--- src/rtl/crack_scheduler_pkg.sv ---
// Shared constants and state encoding for the crack scheduler and the password_cracker engines.
// The range check lives here so every block agrees on what a legal charset range is.
package crack_scheduler_pkg;

    localparam int IDX_W   = 6;
    localparam int CHARSET = 36;
    localparam int PW_BITS = 32;

    typedef enum logic [1:0] {
        ST_IDLE   = 2'd0,
        ST_SETUP  = 2'd1,
        ST_LAUNCH = 2'd2,
        ST_RUN    = 2'd3
    } state_t;

    function automatic logic range_legal(input logic [IDX_W-1:0] lo, input logic [IDX_W-1:0] hi);
        return (hi >= lo) && ({1'b0, hi} < (IDX_W+1)'(CHARSET));
    endfunction

endpackage

--- src/rtl/crack_slice_gen.sv ---
// Sequential slice calculator: latches the range, then emits one engine's [from,to] per step,
// marking engines whose start lies past hi as unused (their from/to stay 0).
module crack_slice_gen
    import crack_scheduler_pkg::*;
#(
    parameter int N_ENGINES = 4,
    parameter int LOG2_N    = 2,
    parameter int IW        = (LOG2_N < 1) ? 1 : LOG2_N
) (
    input  logic                       clk,
    input  logic                       rst,
    input  logic                       init,
    input  logic                       step,
    input  logic [IW-1:0]              idx,
    input  logic [IDX_W-1:0]           range_lo,
    input  logic [IDX_W-1:0]           range_hi,
    output logic [N_ENGINES*IDX_W-1:0] eng_from,
    output logic [N_ENGINES*IDX_W-1:0] eng_to,
    output logic [N_ENGINES-1:0]       unused_mask
);

    // Wide enough that base can run past hi by up to N slices without wrapping.
    localparam int BW = IDX_W + LOG2_N + 1;

    logic [IDX_W-1:0] lo_q;
    logic [IDX_W-1:0] hi_q;
    logic [BW-1:0]    base;
    logic [BW-1:0]    hi_ext;
    logic [BW-1:0]    total_w;
    logic [BW-1:0]    slice_w;
    logic [BW-1:0]    last;

    assign hi_ext  = BW'(hi_q);
    assign total_w = BW'(hi_q) - BW'(lo_q) + BW'(1);
    assign slice_w = (total_w + BW'(N_ENGINES - 1)) >> LOG2_N;
    assign last    = base + slice_w - BW'(1);

    always_ff @(posedge clk or negedge rst) begin
        if (!rst) begin
            lo_q        <= '0;
            hi_q        <= '0;
            base        <= '0;
            eng_from    <= '0;
            eng_to      <= '0;
            unused_mask <= '0;
        end else if (init) begin
            lo_q        <= range_lo;
            hi_q        <= range_hi;
            base        <= BW'(range_lo);
            eng_from    <= '0;
            eng_to      <= '0;
            unused_mask <= '0;
        end else if (step) begin
            if (base > hi_ext) begin
                unused_mask[idx] <= 1'b1;
            end else begin
                eng_from[idx*IDX_W +: IDX_W] <= base[IDX_W-1:0];
                eng_to[idx*IDX_W +: IDX_W]   <= (last > hi_ext) ? hi_q : last[IDX_W-1:0];
            end
            base <= base + slice_w;
        end
    end

endmodule

--- src/rtl/crack_scheduler.sv ---
// Splits a charset index range over N cracker engines, launches them and folds their
// results into one found/done outcome; the first hit or a host abort stops every engine.
module crack_scheduler
    import crack_scheduler_pkg::*;
#(
    parameter int N_ENGINES = 4,
    parameter int LOG2_N    = 2,
    parameter int FE_W      = (LOG2_N < 1) ? 1 : LOG2_N
) (
    input  logic                       clk,
    input  logic                       rst,
    input  logic                       start,
    input  logic                       abort,
    input  logic [PW_BITS-1:0]         password_in,
    input  logic [IDX_W-1:0]           range_lo,
    input  logic [IDX_W-1:0]           range_hi,
    output logic                       busy,
    output logic                       found,
    output logic                       done,
    output logic                       err,
    output logic [FE_W-1:0]            found_engine,
    output logic [PW_BITS-1:0]         eng_password,
    output logic [N_ENGINES*IDX_W-1:0] eng_from,
    output logic [N_ENGINES*IDX_W-1:0] eng_to,
    output logic [N_ENGINES-1:0]       eng_start,
    output logic [N_ENGINES-1:0]       eng_abort,
    input  logic [N_ENGINES-1:0]       eng_found,
    input  logic [N_ENGINES-1:0]       eng_done,
    output state_t                     state_dbg
);

    // start and abort are single-cycle requests with no back-pressure: start counts only
    // when sampled in IDLE, abort only outside IDLE; anything else is silently dropped.
    state_t                 state;
    logic [FE_W-1:0]        setup_idx;
    logic [N_ENGINES-1:0]   live;
    logic [N_ENGINES-1:0]   live_next;
    logic [N_ENGINES-1:0]   hit;
    logic [N_ENGINES-1:0]   unused_mask;
    logic [FE_W-1:0]        hit_idx;
    logic                   legal;
    logic                   accept;

    assign legal     = range_legal(range_lo, range_hi);
    assign accept    = (state == ST_IDLE) && start && legal;
    assign state_dbg = state;

    crack_slice_gen #(
        .N_ENGINES (N_ENGINES),
        .LOG2_N    (LOG2_N),
        .IW        (FE_W)
    ) u_slice_gen (
        .clk         (clk),
        .rst         (rst),
        .init        (accept),
        .step        ((state == ST_SETUP) && !abort),
        .idx         (setup_idx),
        .range_lo    (range_lo),
        .range_hi    (range_hi),
        .eng_from    (eng_from),
        .eng_to      (eng_to),
        .unused_mask (unused_mask)
    );

    // Only engines that were launched and have not yet reported done can raise a hit.
    always_comb begin
        hit       = eng_found & live;
        live_next = live & ~eng_done;
        hit_idx   = '0;
        for (int i = N_ENGINES - 1; i >= 0; i--) begin
            if (hit[i]) hit_idx = FE_W'(i);
        end
    end

    always_ff @(posedge clk or negedge rst) begin
        if (!rst) begin
            state        <= ST_IDLE;
            setup_idx    <= '0;
            live         <= '0;
            busy         <= 1'b0;
            found        <= 1'b0;
            done         <= 1'b0;
            err          <= 1'b0;
            found_engine <= '0;
            eng_password <= '0;
            eng_start    <= '0;
            eng_abort    <= '0;
        end else begin
            eng_start <= '0;
            eng_abort <= '0;
            if (abort && (state != ST_IDLE)) begin
                eng_abort <= '1;
                done      <= 1'b1;
                found     <= 1'b0;
                err       <= 1'b0;
                busy      <= 1'b0;
                live      <= '0;
                state     <= ST_IDLE;
            end else begin
                case (state)
                    ST_IDLE: begin
                        if (start) begin
                            found        <= 1'b0;
                            found_engine <= '0;
                            if (legal) begin
                                eng_password <= password_in;
                                done         <= 1'b0;
                                err          <= 1'b0;
                                busy         <= 1'b1;
                                setup_idx    <= '0;
                                state        <= ST_SETUP;
                            end else begin
                                done <= 1'b1;
                                err  <= 1'b1;
                                busy <= 1'b0;
                            end
                        end
                    end
                    ST_SETUP: begin
                        if (setup_idx == FE_W'(N_ENGINES - 1)) state <= ST_LAUNCH;
                        setup_idx <= setup_idx + FE_W'(1);
                    end
                    ST_LAUNCH: begin
                        eng_start <= ~unused_mask;
                        live      <= ~unused_mask;
                        state     <= ST_RUN;
                    end
                    ST_RUN: begin
                        if (|hit) begin
                            found        <= 1'b1;
                            found_engine <= hit_idx;
                            eng_abort    <= '1;
                            done         <= 1'b1;
                            busy         <= 1'b0;
                            live         <= '0;
                            state        <= ST_IDLE;
                        end else begin
                            live <= live_next;
                            if (live_next == '0) begin
                                done  <= 1'b1;
                                busy  <= 1'b0;
                                state <= ST_IDLE;
                            end
                        end
                    end
                    default: state <= ST_IDLE;
                endcase
            end
        end
    end

endmodule

--- config.mk ---
export PLATFORM = sky130hd
export DESIGN_NAME = crack_scheduler
export DESIGN_NICKNAME = d
export VERILOG_FILES = /design/src/rtl/crack_scheduler_pkg.sv /design/src/rtl/crack_slice_gen.sv /design/src/rtl/crack_scheduler.sv
export SDC_FILE = /design/constraint.sdc
export NUM_CORES = 1
export LEC_CHECK = 0
export CORE_UTILIZATION = 55
export CTS_CLUSTER_DIAMETER = 120
export DETAILED_ROUTE_END_ITERATION = 8
export PLACE_DENSITY = 0.86
export SLEW_MARGIN = 20
export SYNTH_ARGS = -nofsm -noshare
export SYNTH_HDL_FRONTEND = slang
export SYNTH_SLANG_ARGS = --single-unit
export TNS_END_PERCENT = 30
--- constraint.sdc ---
create_clock -name clk -period 14.6 [get_ports clk]
set_clock_uncertainty 0.1 [all_clocks]
set_input_delay 1.46 -clock clk [delete_from_list [all_inputs] [get_ports clk]]
set_output_delay 1.46 -clock clk [all_outputs]
set_load 0.03 [all_outputs]
; Word level (Yosys, flattened, before mapping)
; Cells that the tools add are included.
[classes]
n_div = 0
addsub = 7
shift = 3
order_cmp = 6
n_reduce_logical = 28
n_mul = 1
n_bitwise = 6
mux = 59
eq_ne = 13
[ops]
columns = operator, n
row1 = $mux W24, 6
row2 = $shiftx A6 B34 Y24, 2
row3 = $bwmux W24, 2
row4 = $mux W4, 10
row5 = $neg A5 Y34, 1
row6 = $shift A6 B34 Y24 const A, 1
row7 = $mux W2, 14
row8 = $gt A9 B6 Y1, 2
row9 = $mux W9, 2
row10 = $mux W1, 16
row11 = $reduce_and A4 Y1, 4
row12 = $reduce_bool A2 Y1, 7
row13 = $add A9 B1 Y9 const B, 1
row14 = $add A9 B2 Y9 const B, 1
row15 = $add A9 B7 Y9, 1
row16 = $sub A9 B1 Y9 const B, 1
row17 = $and A4 B4 Y4, 2
row18 = $ne A2 B2 Y1 const B, 4
row19 = $not A4 Y4, 2
row20 = $pmux W2 S2, 2
row21 = $pmux W2 S4, 1
row22 = $pmux W4 S2, 1
row23 = $sub A6 B6 Y7, 1
row24 = $eq A2 B2 Y1 const B, 3
row25 = other kinds (24), 36
[totals]
wordCells = 140
in_bits = 56
mem_count = 0
output_inout_bits = 96
latch_bits = 0
ramBits = 0
register_bits = 127
mem_bits_ro = 0

; Depth between registers and ports, before layout
[logic_depth]
ltp_word = 12
depth_mapped = 29
ltp_nobuf = 28

; Hierarchy
; From an unflattened synthesis, not the netlist that was laid out.
[unflattened]
hier_cells = 708
area_unflattened_um2 = 7130.6
[modules_own_cells]
columns = module, seq_area_each_um2, n_inst, cells_each, area_each_um2
row1 = crack_slice_gen, 1826.8, 1, 504, 4583.1
row2 = crack_scheduler, 1276.2, 1, 204, 2547.4

; Worst setup path after synthesis
; OpenSTA, ideal clock, no wires.
[synth_path]
kind = flip-flop to flip-flop
start = register u_slice_gen.hi_q[1]
end = register u_slice_gen.eng_to[4]
period_less_slack_ns = 5.784
setup_time_ns = 0.127
n_path_buf = 0
stages_incl_launch_ff = 27
arrival_ns = 5.558
slack_ns = 8.816
required_ns = 14.373
cell_sequence = dfrtp_1 ha_1 a21oi_1 nor2b_1 o21a_1 nor2_1 ha_1 nor2b_1 and3_1 o21ai_0 o211ai_1 a21oi_1 ha_1 and2_1 a221o_1 or3_1 and2_1 xor2_1 ha_1 o22ai_1 a31oi_1 or3_1 nor4bb_2 o211ai_4 mux2_4 a32oi_1 o21ai_1
[synth_via]
elab_chain_cells = 12
elab_cells_between_ends = 15
cone_classes = 5 x add/sub / 2 x order compare / 1 x eq/ne / 1 x shift / 5 x mux / 1 x reduce/logical
[synth_lines]
columns = item, line_no
row1 = "start, declared", crack_slice_gen.sv:26  ; logic [IDX_W-1:0] hi_q;
row2 = "start signal, assigned", crack_slice_gen.sv:48  ; hi_q <= range_hi;
row3 = $sub A6 B6 Y7, crack_slice_gen.sv:34  ; assign total_w = BW'(hi_q) - BW'(lo_q) + BW'(1);
row4 = $add A9 B1 Y9, crack_slice_gen.sv:34
row5 = $add A9 B2 Y9, crack_slice_gen.sv:35  ; assign slice_w = (total_w + BW'(N_ENGINES - 1)) >> LOG2_N;
row6 = $add A9 B7 Y9, crack_slice_gen.sv:36  ; assign last = base + slice_w - BW'(1);
row7 = $sub A9 B1 Y9, crack_slice_gen.sv:36
row8 = $gt A9 B6 Y1, crack_slice_gen.sv:58  ; eng_to[idx*IDX_W +: IDX_W] <= (last > hi_ext) ? hi_q : last[IDX_W-1:0];
row9 = $mux W6, crack_slice_gen.sv:58
row10 = $shiftx A6 B34 Y24, crack_slice_gen.sv:58
row11 = $bwmux W24, crack_slice_gen.sv:58
row12 = $mux W24, crack_slice_gen.sv:54  ; if (base > hi_ext) begin
row13 = $mux W24, crack_slice_gen.sv:53  ; end else if (step) begin
row14 = $mux W24, crack_slice_gen.sv:46  ; end else if (init) begin
row15 = "end signal, assigned by index", crack_slice_gen.sv:58
row16 = "end, declared", crack_slice_gen.sv:18  ; output logic [N_ENGINES*IDX_W-1:0] eng_to,
; Parallel ways exist; a longest one is shown, timed or not. The select of a mux whose other input is x is not followed.
; A chain may end at the register's enable or synchronous reset.

; Worst setup path after layout
[layout_path]
start = register u_slice_gen.hi_q[1]
end = register u_slice_gen.eng_to[16]
; Same word-level chain as after synthesis.

==> metrics.cfg <==
[detailed_routing]
vias_per_cell = 5.77
drt-pass1-iter-count = 6
postRouteAntennaNets = 0
drc = 0
vias = 6371
dr.first_iter.drc_count = 548
wl_um = 18600
post_drt_wl_per_cell_um = 16.8

[outcome]
status = finished clean

[cts]
cts.sinks = 124
cts_setup_buffers = 0
hold_buffers = 0
cts_made_buffers = 17
cts_resized = 0
cts_tree = built
ctsHtreeMaxLevel = 4
cts.reportedPaths.clkPinSlew_ns = 0.06
insertion_delay_ns = 0.41
cts.path.max_buffers = 2
root_buffer = clkbuf_16

[final_layout]
drive_gt1_frac = 0.0491
diodes = 0
final_cells = 1104
final_nets = 1025
final_util = 0.751
area_delta_synth_final_pct = 31.5

[setup_path]
start_kind = flop
cpPeakStageDelay_ns = 0.50
required_ns = 14.76
crit_type = reg -> reg
end_kind = flop
cpMostUsedCell = ha_1
path_max_fanout = 18
startpoint = u_slice_gen.hi_q[1]
r2r-start = u_slice_gen.hi_q[1]
arrival_ns = 6.75
slowest_stage = o21ai_1

[timing]
final-setup-viol-count = 0
slew_headroom = 0.282
max_freq_mhz = 152
tightest_slew_ns = 1.08
slew_viol_final = 0
period_needed_ns = 6.59
setup_tns_ns = 0
hold_viol = 0
grt_setup_unrepaired = false
whs_ns = 0.358
fin_crit_sh = 0.451

[synth]
synth_flop_cell = dfrtp_1
yosysWarnings = 0
ys_types = 63
syn_nets = 892
synth-seq-area-share = 0.449
synth.cell_area_sq_um = 6910
synth_cells = 792
synth-edff-count = 0
synth_area_per_cell_sq_um = 8.73
ys_seq_elements = 124
async_reset_ff_frac = 1.00

[global_routing]
antenna_found_initial = 0
groute.usage.overall = 0.292
grt_pass1_vias = 6085
grt_pass1_wl_um = 29500
grt_start_max_net_pins = 71
overflow = 0

[worst_hold_path]
holdCritStartpoint = u_slice_gen.unused_mask[3]
hold_class = reg -> reg

[placed_design]
placed_cells = 1074
routabilityCongestion = 0.904
io_buffer_count = 151
dp_hpwl_um = 13200

[floorplan]
ioPinCount = 152
core-area_sq_um = 12100
die_area_sq_um = 13000
initial_utilization = 0.571
dieWidth_um = 114
row_count = 40
fp.dieH_um = 114

[run]
drv_cap = 0

-- cells in the final DEF, fill, tap and decap left out, types with 8 or more instances in the layout --
cell               n
ha_1              43
dfrtp_1          124
and2_1             8
o21ai_1           16
nor3_1             9
nand3_1           22
clkbuf_16         17
inv_1             38
clkdlybuf4s50_1  150
nand2_1          187
xnor2_1           11
nor2b_1           15
a21oi_1           43
a21o_1             8
o21ai_0           51
nor2_1            51
mux2i_1           12
-- per-stage QoR --
stage | area (sq um) | setup WS, ns
floorplan | 6910 | 8.82
global placement | 8490 | 8.44
detailed placement | 8490 | 8.20
CTS | 9090 | 8.10
global route | 9090 | 7.52
finish | 9090 | 8.01
-- registers in the layout, indices dropped and copies added, names as in the netlist --
name and flops:
u_slice_gen.hi_q 6, u_slice_gen.base 9, state_dbg 2, found 1, eng_abort 1, done 1, busy 1, found_engine 2
live 4, u_slice_gen.eng_to 24, u_slice_gen.unused_mask 4, u_slice_gen.lo_q 6, setup_idx 2, err 1, eng_start 4, eng_password 32
u_slice_gen.eng_from 24
-- cell usage after synthesis (12+ instances only) --
cell	instances	area [sq um]
nand2_1	187	702
dfrtp_1	124	3100
nor2_1	52	195
o21ai_0	51	255
a21oi_1	43	215
ha_1	43	538
inv_1	38	143
clkbuf_1	34	128
nand3_1	22	110
o21ai_1	16	80.1
nor2b_1	15	93.8
mux2i_1	12	120
-- cells by family after synthesis --
logic type	after synthesis	share of synthesized area
buf+inv	77	0.0442
mux	14	0.0217
fa+ha+maj	46	0.0836
flops	124	0.449
compound gates	181	0.166
simple gates	334	0.215
xor+xnor	16	0.0203
-- area by class of cell --
type,instances,area [sq um]
inverter,38,143
timing repair buffer,153,1520
sequential,124,3100
tap,168,210
fill,863,3020
multi-input combinational,591,3510
clock inverter,10,141
clock buffer,20,457
-- critical path, delay by kind of cell (launching register included) --
kind	cells	cell delay, ns
adder cells (fa/ha/maj)	4	1.20
AND/OR/NAND/NOR	9	2.25
AO/OA/AOI/OAI	11	2.20
XOR/XNOR	1	0.27
flip-flops	1	0.40
-- layer usage --
layer / GRT usage / vias up / routed length [um]
met1: 0.368 / 3057 / 7770
met4: 0.0926 / 0 / 353
met2: 0.493 / 285 / 9130
met5: 0 / - / 0
met3: 0.0746 / 39 / 1300
li1: - / 2990 / -
-- path summary, 6_finish.rpt --
check                                           to  slack (ns)  cells past startpoint
max                         u_slice_gen.eng_to[16]        8.01                     25
min                                   eng_start[3]        0.36                      1
max reg2reg                 u_slice_gen.eng_to[16]        8.01                     25
min reg2reg                           eng_start[3]        0.36                      1
max in group asynchronous  u_slice_gen.eng_from[0]       12.10                      2
min in group asynchronous   u_slice_gen.eng_to[14]        1.07                      1
Power is left out: the tool's default activity adds up to more than one toggle a clock period on the data nets, which glitch-free logic cannot reach.
